===== config.mk =====
export PLATFORM = sky130hd
export DESIGN_NAME = fifo_stream_reader_flat
export DESIGN_NICKNAME = d
export VERILOG_FILES = /design/src/rtl/fifo_stream_reader_if.sv /design/src/rtl/fifo_stream_reader.sv /design/src/flat_wrapper.sv
export SDC_FILE = /design/constraint.sdc
export NUM_CORES = 1
export LEC_CHECK = 0
export CORE_UTILIZATION = 43
export CTS_CLUSTER_DIAMETER = 200
export DETAILED_ROUTE_END_ITERATION = 16
export GPL_ROUTABILITY_DRIVEN = 0
export PLACE_DENSITY = 0.69
export SYNTH_ARGS = -nofsm -noshare
export SYNTH_HDL_FRONTEND = slang
export SYNTH_SLANG_ARGS = --single-unit

===== constraint.sdc =====
create_clock -name clk -period 2.2 [get_ports clk]
set_input_delay 0.55 -clock clk [delete_from_list [all_inputs] [get_ports clk]]
set_output_delay 0.55 -clock clk [all_outputs]
set_load 0.02 [all_outputs]

===== src/rtl/fifo_stream_reader_if.sv =====
// fifo_stream_reader_if: groups the FIFO read port, the flush strobe and the
// valid/ready output stream of fifo_stream_reader. The master modport is the
// reader itself; the slave modport is the FIFO plus the downstream consumer.
interface fifo_stream_reader_if #(
  parameter int DATA_WIDTH = 8
) ();
  logic                  fifo_empty;
  logic                  fifo_r_en;
  logic [DATA_WIDTH-1:0] fifo_data;
  logic                  flush;
  logic                  m_valid;
  logic                  m_ready;
  logic [DATA_WIDTH-1:0] m_data;

  modport master (
    input  fifo_empty,
    input  fifo_data,
    input  flush,
    input  m_ready,
    output fifo_r_en,
    output m_valid,
    output m_data
  );

  modport slave (
    output fifo_empty,
    output fifo_data,
    output flush,
    output m_ready,
    input  fifo_r_en,
    input  m_valid,
    input  m_data
  );
endinterface


===== src/rtl/fifo_stream_reader.sv =====
// fifo_stream_reader: drains a synchronous FIFO (r_en / registered data_out)
// into a valid/ready stream. A 3-entry prefetch buffer covers the FIFO's
// one-cycle read latency so one word per cycle flows under continuous ready.
// Optional feature: define FIFO_STREAM_READER_STATS_EN to add the 16-bit
// delivered-word counter port o_words_out.
module fifo_stream_reader #(
  parameter int DATA_WIDTH = 8
) (
  input  logic                 clk,
  input  logic                 rst,
  fifo_stream_reader_if.master bus
`ifdef FIFO_STREAM_READER_STATS_EN
  ,
  output logic [15:0]          o_words_out
`endif
);

  localparam int DEPTH = 3;

  logic [DATA_WIDTH-1:0] r_buf [DEPTH];
  logic [1:0]            r_wr_idx;
  logic [1:0]            r_rd_idx;
  logic [1:0]            r_occ;
  logic                  r_inflight;

  logic                  w_issue;
  logic                  w_pop;
  logic [2:0]            w_level;

  // Circular index step over the three buffer slots (2 wraps to 0).
  function automatic logic [1:0] next_idx(input logic [1:0] idx);
    return (idx == 2'd2) ? 2'd0 : idx + 2'd1;
  endfunction

  // Buffered words plus the word already requested must leave room for one more.
  assign w_level = {1'b0, r_occ} + {2'b00, r_inflight};
  assign w_issue = rst && !bus.flush && !bus.fifo_empty && (w_level < 3'd3);
  assign w_pop   = bus.m_valid && bus.m_ready;

  assign bus.fifo_r_en = w_issue;
  assign bus.m_valid   = (r_occ != 2'd0) && !bus.flush;
  assign bus.m_data    = r_buf[r_rd_idx];

  // Prefetch buffer: capture the word requested last cycle, pop on handshake.
  always_ff @(posedge clk) begin
    if (!rst) begin
      for (int i = 0; i < DEPTH; i++) begin
        r_buf[i] <= '0;
      end
      r_wr_idx   <= 2'd0;
      r_rd_idx   <= 2'd0;
      r_occ      <= 2'd0;
      r_inflight <= 1'b0;
    end else if (bus.flush) begin
      r_wr_idx   <= 2'd0;
      r_rd_idx   <= 2'd0;
      r_occ      <= 2'd0;
      r_inflight <= 1'b0;
    end else begin
      r_inflight <= w_issue;
      if (r_inflight) begin
        r_buf[r_wr_idx] <= bus.fifo_data;
        r_wr_idx        <= next_idx(r_wr_idx);
      end
      if (w_pop) begin
        r_rd_idx <= next_idx(r_rd_idx);
      end
      case ({r_inflight, w_pop})
        2'b10:   r_occ <= r_occ + 2'd1;
        2'b01:   r_occ <= r_occ - 2'd1;
        default: r_occ <= r_occ;
      endcase
    end
  end

`ifdef FIFO_STREAM_READER_STATS_EN
  logic [15:0] r_words_out;

  // Delivered-word counter; survives flush, cleared only by reset, wraps freely.
  always_ff @(posedge clk) begin
    if (!rst) begin
      r_words_out <= 16'd0;
    end else if (w_pop) begin
      r_words_out <= r_words_out + 16'd1;
    end
  end

  assign o_words_out = r_words_out;
`endif

endmodule


===== src/flat_wrapper.sv =====
// flat-port wrapper written by rule: the top's interface ports become plain ports
module fifo_stream_reader_flat 
#(
  parameter int DATA_WIDTH = 8
)
  (clk, rst, bus_fifo_empty, bus_fifo_data, bus_flush, bus_m_ready, bus_fifo_r_en, bus_m_valid, bus_m_data);
  fifo_stream_reader_if #(.DATA_WIDTH(DATA_WIDTH)) bus_i ();
  input  logic clk;
  input  logic rst;
  input wire logic [$bits(bus_i.fifo_empty)-1:0] bus_fifo_empty;
  input wire logic [$bits(bus_i.fifo_data)-1:0] bus_fifo_data;
  input wire logic [$bits(bus_i.flush)-1:0] bus_flush;
  input wire logic [$bits(bus_i.m_ready)-1:0] bus_m_ready;
  output wire logic [$bits(bus_i.fifo_r_en)-1:0] bus_fifo_r_en;
  output wire logic [$bits(bus_i.m_valid)-1:0] bus_m_valid;
  output wire logic [$bits(bus_i.m_data)-1:0] bus_m_data;
  assign bus_i.fifo_empty = bus_fifo_empty;
  assign bus_i.fifo_data = bus_fifo_data;
  assign bus_i.flush = bus_flush;
  assign bus_i.m_ready = bus_m_ready;
  assign bus_fifo_r_en = bus_i.fifo_r_en;
  assign bus_m_valid = bus_i.m_valid;
  assign bus_m_data = bus_i.m_data;
  fifo_stream_reader #(.DATA_WIDTH(DATA_WIDTH)) u_core (.clk(clk), .rst(rst), .bus(bus_i));
endmodule

==> qor.txt, run 1 <==
==================================================================================
Result of the run ................................................... finished, final reports clean
Synth Register Bits .................................................           41
Starting DRT DRC Count ..............................................           65
Worst Slack Setup Final .............................................    0.0511 ns
Number of buffers inserted during clock tree synthesis ..............            5
Count of nets after finishing .......................................          173
Area of the mapped netlist ..........................................    1760 um^2
Mapped Avg Cell Area ................................................    15.8 um^2
Clock Latency Late Sink .............................................      0.29 ns
Die Span Y ..........................................................      66.1 um
Worst Hold Launch ................................................... u_core.r_rd_idx[0]
Filler cells ........................................................          307
DR vias .............................................................         1075
Core area ...........................................................    3800 um^2
Family of cells with the greatest summed delay on the critical path . buffers and inverters
Area enclosed by the die boundary ...................................    4360 um^2
Worst-case headroom to the max-slew limit ...........................        0.787
Element type at the critical path end ...............................  output port
Setup Viol. Count Final .............................................            0
Layout cell share with drive strength beyond 1 ......................        0.323
Detail-routed via count per cell ....................................         5.22
Cells after Synth ...................................................          112
Standard cell area after detailed placement .........................    2210 um^2
Vias in the first global route ......................................         1090
Max Root-Sink Buffers ...............................................            2
Clock net sink count ................................................           41
Cell area after layout ..............................................    2290 um^2
HPWL Detailed .......................................................      2230 um
Clock slew at reported path FFs .....................................      0.07 ns
Most frequently used flop master after synthesis .................... sky130_fd_sc_hd__edfxtp_1
Slew at the pin closest to its max-slew limit .......................     0.312 ns
Starting density of the core ........................................        0.464
Fin crit period .....................................................      2.15 ns
Fraction of the core area covered by cells at the end of the flow ...        0.603
Worst flop-to-flop path endpoint .................................... u_core.r_occ[1]
Cells taking the most area after synthesis .......................... sky130_fd_sc_hd__edfxtp_1, sky130_fd_sc_hd__dfxtp_1, sky130_fd_sc_hd__mux4_2
Synth top area share ................................................        0.545
Initial antenna violation count .....................................            0
Category of the worst setup path launch point ....................... primary input
Cell at the root of the clock tree .................................. sky130_fd_sc_hd__clkbuf_8
Critical Path RT ....................................................      1.65 ns
Initial DRT Pass Iterations .........................................            6
Critical Path, Cell by Cell ......................................... clkdlybuf4s50_1 > nand2b_4 > a2111oi_4 > buf_4
Net count after synthesis ...........................................          128
Setup slack after placement .........................................    -0.457 ns
Overall global routing resource usage ...............................        0.169
Sum of negative setup slack .........................................         0 ns
Final wirelength ....................................................      3160 um
Final cycle utilization of the critical path ........................        0.977
Library cell with the largest summed area after synthesis ........... sky130_fd_sc_hd__edfxtp_1
Critical path buffer and inverter count .............................            2
First-pass GRT wire length ..........................................      5130 um
Count of H-tree levels built during CTS .............................            2
Clock skew after layout .............................................   0.00321 ns
R2R Path Start ...................................................... u_core.r_occ[1]
Sequential cell area fraction in the yosys report ...................        0.647
Count of hold-fix buffers inserted at cts ...........................            0
Antenna viol nets, final ............................................            0
Static leakage ......................................................  0.000849 uW
EDFF count, synth ...................................................           32
Hold Slack ..........................................................     0.549 ns
Worst-path maximum fanout ...........................................            2
Number of cell rows .................................................           22
Delay contributed by the slowest stage of the critical path .........      0.52 ns
Antenna fix cells ...................................................            0
Number of warning messages in the yosys log .........................            0
Worst hold path type ................................................ flip-flop to flip-flop
Final slew viol count ...............................................            0
Area Growth Syn to Fin ..............................................        29.9%
CP max-delay cell ................................................... sky130_fd_sc_hd__clkdlybuf4s50_1
Power per Cell Area .................................................  621 nW/um^2
R2R cell count ......................................................            7
Maximum VDD drop ....................................................   0.000329 V
Port Buf Inserts ....................................................           22
Maximum frequency from static timing analysis .......................      465 MHz
Largest net degree at the start of global routing ...................           13
Data arrival time of the critical path ..............................      1.60 ns
Path type of the worst setup path ................................... primary input to output port
Async S/R FF share, synth ...........................................            0
Number of maximum-capacitance constraint violations .................            0
Horizontal die dimension ............................................      66.1 um
Clock tree from TritonCTS ...........................................          yes
Final Hold Vio Count ................................................            0
I/O Pins ............................................................           23
Detail-routed net length per standard cell ..........................      15.3 um
DRC violations left .................................................            0
Final global-route overflow total ...................................            0
Distinct cells, synth ...............................................           26
Worst Hold Path Cells ...............................................            2
Worst setup slack for register-to-register paths ....................      0.38 ns
Postcts setup bufs ..................................................            0
==================================================================================
-- stage by stage --
stage	total power, uW	std cells
finish	1420	206
global route	1480	206
CTS	1440	206
detailed placement	991	198
global placement	988	198
floorplan	919	112
-- synth_stat cells, types with 2 or more instances --
cell and count:
sky130_fd_sc_hd__o21ai_0 3, sky130_fd_sc_hd__ha_1 3, sky130_fd_sc_hd__a21o_2 2, sky130_fd_sc_hd__nor2b_1 2, sky130_fd_sc_hd__nand4_1 2, sky130_fd_sc_hd__nor4_4 2, sky130_fd_sc_hd__nand2b_1 4, sky130_fd_sc_hd__nor2_1 3
sky130_fd_sc_hd__dfxtp_1 9, sky130_fd_sc_hd__edfxtp_1 32, sky130_fd_sc_hd__a2111oi_0 2, sky130_fd_sc_hd__nand2_1 3, sky130_fd_sc_hd__and2_1 25, sky130_fd_sc_hd__mux4_2 8
-- report_power, final --
part / switching (uW) / internal, uW / leakage [uW] / total (uW)
logic: 53.1 / 60.4 / 0.000414 / 114
clock network: 239 / 213 / 0.0000430 / 453
registers: 6.22 / 851 / 0.000393 / 857
-- timing repair --
action                                  4_1_cts  5_1_grt
hold endpoints to repair                      0        0
gates cloned                                  0        0
pin swaps                                     1        1
gates resized for setup                      16       18
endpoints found under the setup margin       10       11
-- tightest hold or removal path: cells and delay by family, from the launching register on --
family           cells  cell delay (ns)
AND/OR/NAND/NOR      1             0.05
AO/OA/AOI/OAI        1             0.10
flip-flops           1             0.32
-- metal layers --
layer  share of wire  global-route usage  wire (um)  vias to the layer above
met4           0.016              0.0824         50                        0
met3           0.043              0.0517        137                        6
met5               0                   0          0                        -
met1            0.41               0.178       1290                      534
li1                -                   -          -                      512
met2            0.53               0.302       1680                       23
-- sequential cells by signal (all words and copies together), names as in the netlist, named ones only --
register and count:
u_core.r_buf 32, u_core.r_inflight 1, u_core.r_rd_idx 2, u_core.r_occ 2, u_core.r_wr_idx 2
-- layout by cell type, fill, tap and decap left out, drive strengths merged, types with 4 or more instances in the layout --
cell type       n
dfxtp           9
nand2b          4
edfxtp         32
and2           25
mux4            8
clkbuf         12
clkdlybuf4s50  12
buf            20
-- kinds of logic after synthesis --
| kind of cell | Yosys count | synth area share |
|---|---|---|
| AOI/OAI and AO/OA | 9 | 0.0369 |
| buffers and inverters | 5 | 0.0135 |
| muxes | 8 | 0.102 |
| xor gates and xnor gates | 2 | 0.00993 |
| DFF | 41 | 0.647 |
| and+or+nand+nor | 44 | 0.169 |
| adders and majority gates | 3 | 0.0213 |
-- final cells by class --
type | count | area (um^2) | area share
Clock inverter | 3 | 12.5 | 0.00546
Clock buffer | 5 | 68.8 | 0.0300
Multi-Input combinational cell | 66 | 638 | 0.279
Inverter | 2 | 7.51 | 0.00328
Tap cell | 48 | 60.1 | 0.0262
Timing Repair Buffer | 41 | 363 | 0.158
Sequential cell | 41 | 1140 | 0.498
-- how the worst max path moves through the flow --
| stage | endpoint | depth (start not counted) | startpoint | slack [ns] |
|---|---|---|---|---|
| after global routing | bus_fifo_r_en | 4 | rst | -0.01 |
| final | bus_fifo_r_en | 4 | rst | 0.05 |
| after CTS | bus_m_data[4] | 3 | flip-flop | 0.002 |
| after floorplan | bus_fifo_r_en | 3 | u_core.r_occ[0] | 0.22 |
| after detailed placement | bus_fifo_r_en | 4 | bus_flush | -0.46 |
| after global placement | bus_fifo_r_en | 4 | bus_flush | -0.42 |
No activity file was read; power rests on OpenSTA's default activity.
==> inputs of run 2 (changes only) <==
==> constraint.sdc (replaced) <==
create_clock -name clk -period 2.2 [get_ports clk]
set_input_delay 0.33 -clock clk [delete_from_list [all_inputs] [get_ports clk]]
set_output_delay 0.33 -clock clk [all_outputs]
set_load 0.02 [all_outputs]
==> run 2 against run 1 <==
Sequential power is essentially flat. Worst hold slack got worse by 0.015 ns. Fmax increased by 3.6%.
==> qor.txt, run 2 (same netlist as run 1, synthesis figures left out) <==
=====================================================================================
Initial DRT Pass Iterations ............................................            4   was 6
Number of maximum-capacitance constraint violations ....................            0   unchanged
First-pass GRT wire length .............................................      5090 um   was 5130 um
Most frequent standard cell in the layout excluding fill and tap cells . sky130_fd_sc_hd__edfxtp_1   unchanged
Postcts setup bufs .....................................................            0   unchanged
Setup repair after global routing missed its margin ....................        false
Number of buffers inserted during clock tree synthesis .................            5   unchanged
Core area ..............................................................    3800 um^2   unchanged
Critical Path RT .......................................................      1.87 ns   was 1.65 ns
Result of the run ...................................................... finished, final reports clean   unchanged
Final Hold Vio Count ...................................................            0   unchanged
Max Root-Sink Buffers ..................................................            2   unchanged
Detail-routed net length per standard cell .............................      15.2 um   was 15.3 um
DR vias ................................................................         1020   was 1075
Path type of the worst setup path ...................................... primary input to output port   unchanged
Clock slew at reported path FFs ........................................      0.08 ns   was 0.07 ns
Power per Cell Area ....................................................  729 nW/um^2   was 621 nW/um^2
DRC violations left ....................................................            0   unchanged
Port Buf Inserts .......................................................           22   unchanged
Starting density of the core ...........................................        0.464   unchanged
Antenna fix cells ......................................................            0   unchanged
Cell at the root of the clock tree ..................................... sky130_fd_sc_hd__clkbuf_8   unchanged
Die Span Y .............................................................      66.1 um   unchanged
Setup Viol. Count Final ................................................            0   unchanged
Clock skew after layout ................................................   0.00626 ns   was 0.00321 ns
Final cycle utilization of the critical path ...........................        0.943   was 0.977
Clock tree from TritonCTS ..............................................          yes   unchanged
Critical path buffer and inverter count ................................            3   was 2
Family of cells with the greatest summed delay on the critical path .... buffers and inverters   unchanged
Largest net degree at the start of global routing ......................           14   was 13
Critical Path, Cell by Cell ............................................ clkdlybuf4s50_1 > buf_4 > o21ba_2 > clkdlybuf4s50_1   was clkdlybuf4s50_1 > nand2b_4 > a2111oi_4 > buf_4
Final global-route overflow total ......................................            0   unchanged
Final slew viol count ..................................................            0   unchanged
Starting DRT DRC Count .................................................           41   was 65
I/O Pins ...............................................................           23   unchanged
Clock Latency Late Sink ................................................      0.29 ns   about the same
Worst-case headroom to the max-slew limit ..............................        0.718   was 0.787
Data arrival time of the critical path .................................      1.74 ns   was 1.60 ns
Horizontal die dimension ...............................................      66.1 um   unchanged
Final wirelength .......................................................      3100 um   was 3160 um
Largest register by flop count ......................................... u_core.r_buf   unchanged
Antenna viol nets, final ...............................................            0   unchanged
Count of H-tree levels built during CTS ................................            2   unchanged
Maximum VDD drop .......................................................   0.000400 V   was 0.000329 V
Slew at the pin closest to its max-slew limit ..........................     0.423 ns   was 0.312 ns
CP max-delay cell ...................................................... sky130_fd_sc_hd__clkdlybuf4s50_1   unchanged
Number of flip-flops in the largest register ...........................           32   unchanged
Element type at the critical path end ..................................  output port   unchanged
Area enclosed by the die boundary ......................................    4360 um^2   unchanged
Standard cell area after detailed placement ............................    2160 um^2   was 2210 um^2
Delay contributed by the slowest stage of the critical path ............      0.60 ns   was 0.52 ns
Top library cells by usage in the layout, fill and taps aside .......... sky130_fd_sc_hd__edfxtp_1, sky130_fd_sc_hd__and2_1, sky130_fd_sc_hd__buf_4   unchanged
Clock net sink count ...................................................           41   unchanged
Worst-path maximum fanout ..............................................            4   was 2
Layout cell share with drive strength beyond 1 .........................        0.263   was 0.323
Number of cell rows ....................................................           22   unchanged
Overall global routing resource usage ..................................        0.167   was 0.169
Detail-routed via count per cell .......................................         5.00   was 5.22
Count of nets after finishing ..........................................          171   was 173
Initial antenna violation count ........................................            0   unchanged
Sum of negative setup slack ............................................         0 ns   unchanged
Area Growth Syn to Fin .................................................        29.2%   was 29.9%
Vias in the first global route .........................................         1069   was 1090
HPWL Detailed ..........................................................      2220 um   was 2230 um
Category of the worst setup path launch point .......................... primary input   unchanged
Fin crit period ........................................................      2.07 ns   was 2.15 ns
Static leakage .........................................................  0.000870 uW   was 0.000849 uW
Fraction of the core area covered by cells at the end of the flow ......        0.600   was 0.603
Cell area after layout .................................................    2280 um^2   was 2290 um^2
Maximum frequency from static timing analysis ..........................      482 MHz   was 465 MHz
CP most frequent cell .................................................. sky130_fd_sc_hd__clkdlybuf4s50_1
Worst hold path type ................................................... flip-flop to flip-flop   unchanged
=====================================================================================
==> run 2: layout make-up <==
class | instances | area, um^2
fillers | 309 | 1520
flip-flops and latches | 41 | 1140
multi-input cells | 66 | 601
repair buffers | 39 | 337
clock buffers | 5 | 68.8
clock inverters | 3 | 65.1
well taps | 48 | 60.1
inverters | 2 | 7.51
==> run 2: what timing repair did <==
item                                    4_1_cts  5_1_grt
hold buffers                                  0        0
endpoints found under the setup margin        8        2
resized for setup                             9        3
endpoints found under the hold margin         0        0
==> run 2: path summary, 6_finish.rpt <==
kind	startpoint	cells past startpoint	endpoint	slack (ns)
max	bus_flush	4	bus_m_valid	0.13
min reg2reg	u_core.r_rd_idx[0]	2	u_core.r_rd_idx[0]	0.53
max reg2reg	u_core.r_occ[0]	6	u_core.r_occ[1]	0.42
min	u_core.r_rd_idx[0]	2	u_core.r_rd_idx[0]	0.53
==> run 2: where the power goes <==
part           leakage, uW  switching, uW  internal [uW]
Sequential        0.000393           5.81            850
Clock            0.0000681            251            451
Combinational     0.000409           49.5           54.3
Total             0.000870            307           1360
==> run 2: per-stage QoR <==
step           setup slack (ns)  cells  hold slack [ns]  total power [uW]
2_1_floorplan             0.182    112            0.413               918
3_3_place_gp            -0.0158    196            0.487               981
3_5_place_dp            -0.0604    196            0.517               984
4_1_cts               0.0000504    204            0.528              1680
5_1_grt                  0.0389    204            0.558              1720
6_report                  0.125    204            0.534              1660
==> run 2: worst register-to-register path, stage by stage, from the launching register on <==
cell and delay (ns):
sky130_fd_sc_hd__dfxtp_1 0.32, sky130_fd_sc_hd__buf_4 0.14, sky130_fd_sc_hd__o21ba_2 0.23, sky130_fd_sc_hd__and2_1 0.19, sky130_fd_sc_hd__ha_1 0.32, sky130_fd_sc_hd__or3_1 0.37, sky130_fd_sc_hd__a21oi_1 0.14
==> run 2: per-layer routing <==
layer,vias up,part of all wire,GRT usage
met5,-,0,0
met2,19,0.52,0.283
met4,0,0.018,0.0612
li1,507,-,-
met1,487,0.43,0.201
met3,7,0.031,0.0500
==> inputs of run 3 (changes only) <==
Settings changed: ABC_AREA set to 1.
==> run 3 against run 2 <==
Global-route usage rose by 2.2 points. Clock power fell by 34%. Worst setup slack got worse by 0.015 ns. Power fell by 14%. Register-to-register slack improved by 0.23 ns. Critical path depth fell by 1. Routed wire length rose by 18%. Non-clock buffer count fell by 7. Cell count rose by 25%. Clock skew rose by 0.0015 ns. Largest power group unchanged. Highest routed layer unchanged.
==> qor.txt, run 3 <==
=====================================================================================
CP max-delay cell ...................................................... sky130_fd_sc_hd__clkdlybuf4s50_1   unchanged
Element type at the critical path end ..................................  output port   unchanged
Family of cells with the greatest summed delay on the critical path .... buffers and inverters   unchanged
Library cell with the highest instance count after synthesis ........... sky130_fd_sc_hd__nor2_1   was sky130_fd_sc_hd__edfxtp_1
Die Span Y .............................................................      66.4 um   was 66.1 um
Filler cells ...........................................................          334   was 309
Top library cells by usage in the layout, fill and taps aside .......... sky130_fd_sc_hd__nor2_1, sky130_fd_sc_hd__edfxtp_1, sky130_fd_sc_hd__clkdlybuf4s50_1   was sky130_fd_sc_hd__edfxtp_1, sky130_fd_sc_hd__and2_1, sky130_fd_sc_hd__buf_4
Horizontal die dimension ...............................................      66.4 um   was 66.1 um
DR vias ................................................................         1286   was 1020
Worst setup slack for register-to-register paths .......................      0.65 ns   was 0.42 ns
End point of the critical path ......................................... bus_m_data[5]   was bus_m_valid
Critical Path RT .......................................................      1.87 ns   about the same
Path type of the worst setup path ...................................... flip-flop to output port   was primary input to output port
Largest net degree at the start of global routing ......................           17   was 14
Combinational share of power ...........................................        0.072   was 0.062
Final wirelength .......................................................      3650 um   was 3100 um
Clock net sink count ...................................................           41   unchanged
Count of H-tree levels built during CTS ................................            2   unchanged
Number of flip-flops in the largest register ...........................           32   unchanged
Distinct cells, synth ..................................................           19   was 26
Worst-path maximum fanout ..............................................            9   was 4
Cells after Synth ......................................................          167   was 112
Internal power .........................................................      1120 uW   was 1360 uW
Final Hold Vio Count ...................................................            0   unchanged
Antenna viol nets, final ...............................................            0   unchanged
Synth Register Bits ....................................................           41   unchanged
Number of buffers inserted during clock tree synthesis .................            5   unchanged
Initial DRT Pass Iterations ............................................            4   unchanged
Starting density of the core ...........................................        0.445   was 0.464
Setup Viol. Count Final ................................................            0   unchanged
Switching fraction of total power ......................................        0.216   was 0.184
Library cell with the largest summed area after synthesis .............. sky130_fd_sc_hd__edfxtp_1   unchanged
Antenna fix cells ......................................................            0   unchanged
Worst-case headroom to the max-slew limit ..............................        0.733   was 0.718
First-pass GRT wire length .............................................      5900 um   was 5090 um
Maximum frequency from static timing analysis ..........................      479 MHz   was 482 MHz
Standard cell area after detailed placement ............................    2120 um^2   was 2160 um^2
Final cycle utilization of the critical path ...........................        0.950   was 0.943
Overall global routing resource usage ..................................        0.189   was 0.167
Sum of negative setup slack ............................................         0 ns   unchanged
Largest register by flop count ......................................... u_core.r_buf   unchanged
Net count after synthesis ..............................................          183   was 128
DRC violations left ....................................................            0   unchanged
R2R Path Start ......................................................... u_core.r_occ[0]   unchanged
Reg power frac .........................................................        0.601   was 0.515
Maximum VDD drop .......................................................   0.000421 V   was 0.000400 V
Delay contributed by the slowest stage of the critical path ............      0.62 ns   was 0.60 ns
HPWL Detailed ..........................................................      2590 um   was 2220 um
Result of the run ...................................................... finished, final reports clean   unchanged
Number of cell rows ....................................................           23   was 22
Critical Path, Cell by Cell ............................................ o21ai_0 > o22ai_1 > clkdlybuf4s50_1   was clkdlybuf4s50_1 > buf_4 > o21ba_2 > clkdlybuf4s50_1
Critical path buffer and inverter count ................................            1   was 3
Most frequently used flop master after synthesis ....................... sky130_fd_sc_hd__edfxtp_1   unchanged
Count of nets after finishing ..........................................          220   was 171
Clock skew after layout ................................................   0.00776 ns   was 0.00626 ns
Worst flop-to-flop path endpoint ....................................... u_core.r_occ[1]   unchanged
Relative contribution of the clock network to total power ..............        0.327   was 0.422
Data arrival time of the critical path .................................      1.76 ns   was 1.74 ns
Number of stages on the worst setup path ...............................            3   was 4
Power per Cell Area ....................................................  646 nW/um^2   was 729 nW/um^2
Area of the mapped netlist .............................................    1780 um^2   was 1760 um^2
Static leakage .........................................................  0.000926 uW   was 0.000870 uW
Setup repair after global routing missed its margin ....................        false   unchanged
Detail-routed net length per standard cell .............................      14.3 um   was 15.2 um
Vias in the first global route .........................................         1341   was 1069
Category of the worst setup path launch point ..........................    flip-flop   was primary input
Fin crit period ........................................................      2.09 ns   was 2.07 ns
Cells taking the most area after synthesis ............................. sky130_fd_sc_hd__edfxtp_1, sky130_fd_sc_hd__nor2_1, sky130_fd_sc_hd__dfxtp_1   was sky130_fd_sc_hd__edfxtp_1, sky130_fd_sc_hd__dfxtp_1, sky130_fd_sc_hd__mux4_2
Final global-route overflow total ......................................            0   unchanged
Port Buf Inserts .......................................................           22   unchanged
Sequential cell area fraction in the yosys report ......................        0.640   was 0.647
Dpl cells ..............................................................          247   was 196
Worst hold path type ................................................... flip-flop to flip-flop   unchanged
Number of warning messages in the yosys log ............................            0   unchanged
Postcts setup bufs .....................................................            0   unchanged
Most frequent standard cell in the layout excluding fill and tap cells . sky130_fd_sc_hd__nor2_1   was sky130_fd_sc_hd__edfxtp_1
Initial antenna violation count ........................................            0   unchanged
Post-route non-filler standard cell count ..............................          255   was 204
Max Root-Sink Buffers ..................................................            2   unchanged
Mapped Avg Cell Area ...................................................    10.7 um^2   was 15.8 um^2
Clock tree from TritonCTS ..............................................          yes   unchanged
Number of maximum-capacitance constraint violations ....................            0   unchanged
I/O Pins ...............................................................           23   unchanged
Starting DRT DRC Count .................................................           56   was 41
Cell area after layout .................................................    2200 um^2   was 2280 um^2
Top post-synthesis cells by count ...................................... sky130_fd_sc_hd__nor2_1, sky130_fd_sc_hd__edfxtp_1, sky130_fd_sc_hd__inv_1   was sky130_fd_sc_hd__edfxtp_1, sky130_fd_sc_hd__and2_1, sky130_fd_sc_hd__dfxtp_1
Area Growth Syn to Fin .................................................        23.5%   was 29.2%
Area enclosed by the die boundary ......................................    4400 um^2   was 4360 um^2
Detail-routed via count per cell .......................................         5.04   was 5.00
Async S/R FF share, synth ..............................................            0   unchanged
Clock slew at reported path FFs ........................................      0.07 ns   was 0.08 ns
Layout cell share with drive strength beyond 1 .........................        0.122   was 0.263
Cell at the root of the clock tree ..................................... sky130_fd_sc_hd__clkbuf_8   unchanged
Core area ..............................................................    4000 um^2   was 3800 um^2
EDFF count, synth ......................................................           32   unchanged
Switching power total ..................................................       307 uW   about the same
Clock Latency Late Sink ................................................      0.29 ns   about the same
Final slew viol count ..................................................            0   unchanged
Synth top area share ...................................................        0.539   was 0.545
R2R cell count .........................................................            9   was 6
Slew at the pin closest to its max-slew limit ..........................     0.399 ns   was 0.423 ns
=====================================================================================
[run 3: cell count changes after synthesis, moves of 8 or more]
cell and delta:
sky130_fd_sc_hd__nand2_1 +8, sky130_fd_sc_hd__mux4_2 -8, sky130_fd_sc_hd__o21ai_0 +11, sky130_fd_sc_hd__nor2_1 +46, sky130_fd_sc_hd__o22ai_1 +8, sky130_fd_sc_hd__and2_1 -25, sky130_fd_sc_hd__inv_1 +18
[run 3: worst min-delay path by stage]
stage	slack, ns	cells past startpoint	to	from
2_1_floorplan	0.43	0	u_core.r_buf[3][0]	bus_fifo_data[0]
3_3_place_gp	0.53	4	u_core.r_rd_idx[1]	u_core.r_rd_idx[1]
3_5_place_dp	0.54	2	u_core.r_occ[1]	u_core.r_occ[1]
4_1_cts	0.55	2	u_core.r_occ[1]	u_core.r_occ[1]
5_1_grt	0.59	2	u_core.r_occ[1]	u_core.r_occ[1]
6_report	0.55	2	u_core.r_occ[1]	u_core.r_occ[1]
[run 3: metrics by stage]
| step | utilization | power [uW] | worst slack (ns) | hold WS [ns] |
|---|---|---|---|---|
| 2_1_floorplan | - | 918 | 0.386 | 0.429 |
| 3_3_place_gp | 0.529 | 971 | 0.116 | 0.526 |
| 3_5_place_dp | 0.529 | 976 | 0.0640 | 0.542 |
| 4_1_cts | 0.550 | 1430 | 0.000708 | 0.549 |
| 5_1_grt | 0.550 | 1470 | 0.00700 | 0.594 |
| 6_report | 0.550 | 1420 | 0.110 | 0.550 |
[run 3: cell type report]
class	count	area, um^2	share of cell area
Sequential cell	41	1140	0.518
Multi-Input combinational cell	104	543	0.247
Timing Repair Buffer	32	297	0.135
Inverter	20	75.1	0.0341
Clock buffer	6	72.6	0.0330
Tap cell	50	62.6	0.0284
Clock inverter	2	10.0	0.00455
[run 3: power groups by stage]
stage,logic (uW),registers [uW],clock network [uW]
floorplan,47.4,871,0
global placement,99.3,872,0
detailed placement,103,873,0
CTS,103,855,472
global route,112,856,501
finish,102,855,466
[run 3: logic make-up (layout without fill, tap and decap cells)]
| family | Yosys count | after routing | share of synthesized area |
|---|---|---|---|
| buf+inv | 22 | 60 | 0.0548 |
| flops | 41 | 41 | 0.640 |
| fa+ha+maj | 3 | 3 | 0.0211 |
| compound gates | 31 | 31 | 0.0927 |
| xor+xnor | 1 | 1 | 0.00492 |
| simple gates | 69 | 69 | 0.186 |
[run 3: worst min-delay path, delay by kind of cell, from the launching register on]
family             cells  cell delay (ns)
DFF                    1             0.34
and+or+nand+nor        1             0.05
AOI/OAI and AO/OA      1             0.12
[run 3: per-layer routing]
| layer | global-route usage | up-vias | wire, um |
|---|---|---|---|
| li1 | - | 634 | - |
| met1 | 0.201 | 607 | 1480 |
| met2 | 0.343 | 38 | 1870 |
| met3 | 0.0517 | 7 | 217 |
| met4 | 0.0878 | 0 | 82 |
| met5 | 0 | - | 0 |
[run 3: what timing repair did]
action,in CTS,in global routing
endpoints found under the setup margin,1,6
hold buffers,0,0
gates resized for setup,1,2
gates cloned,0,0
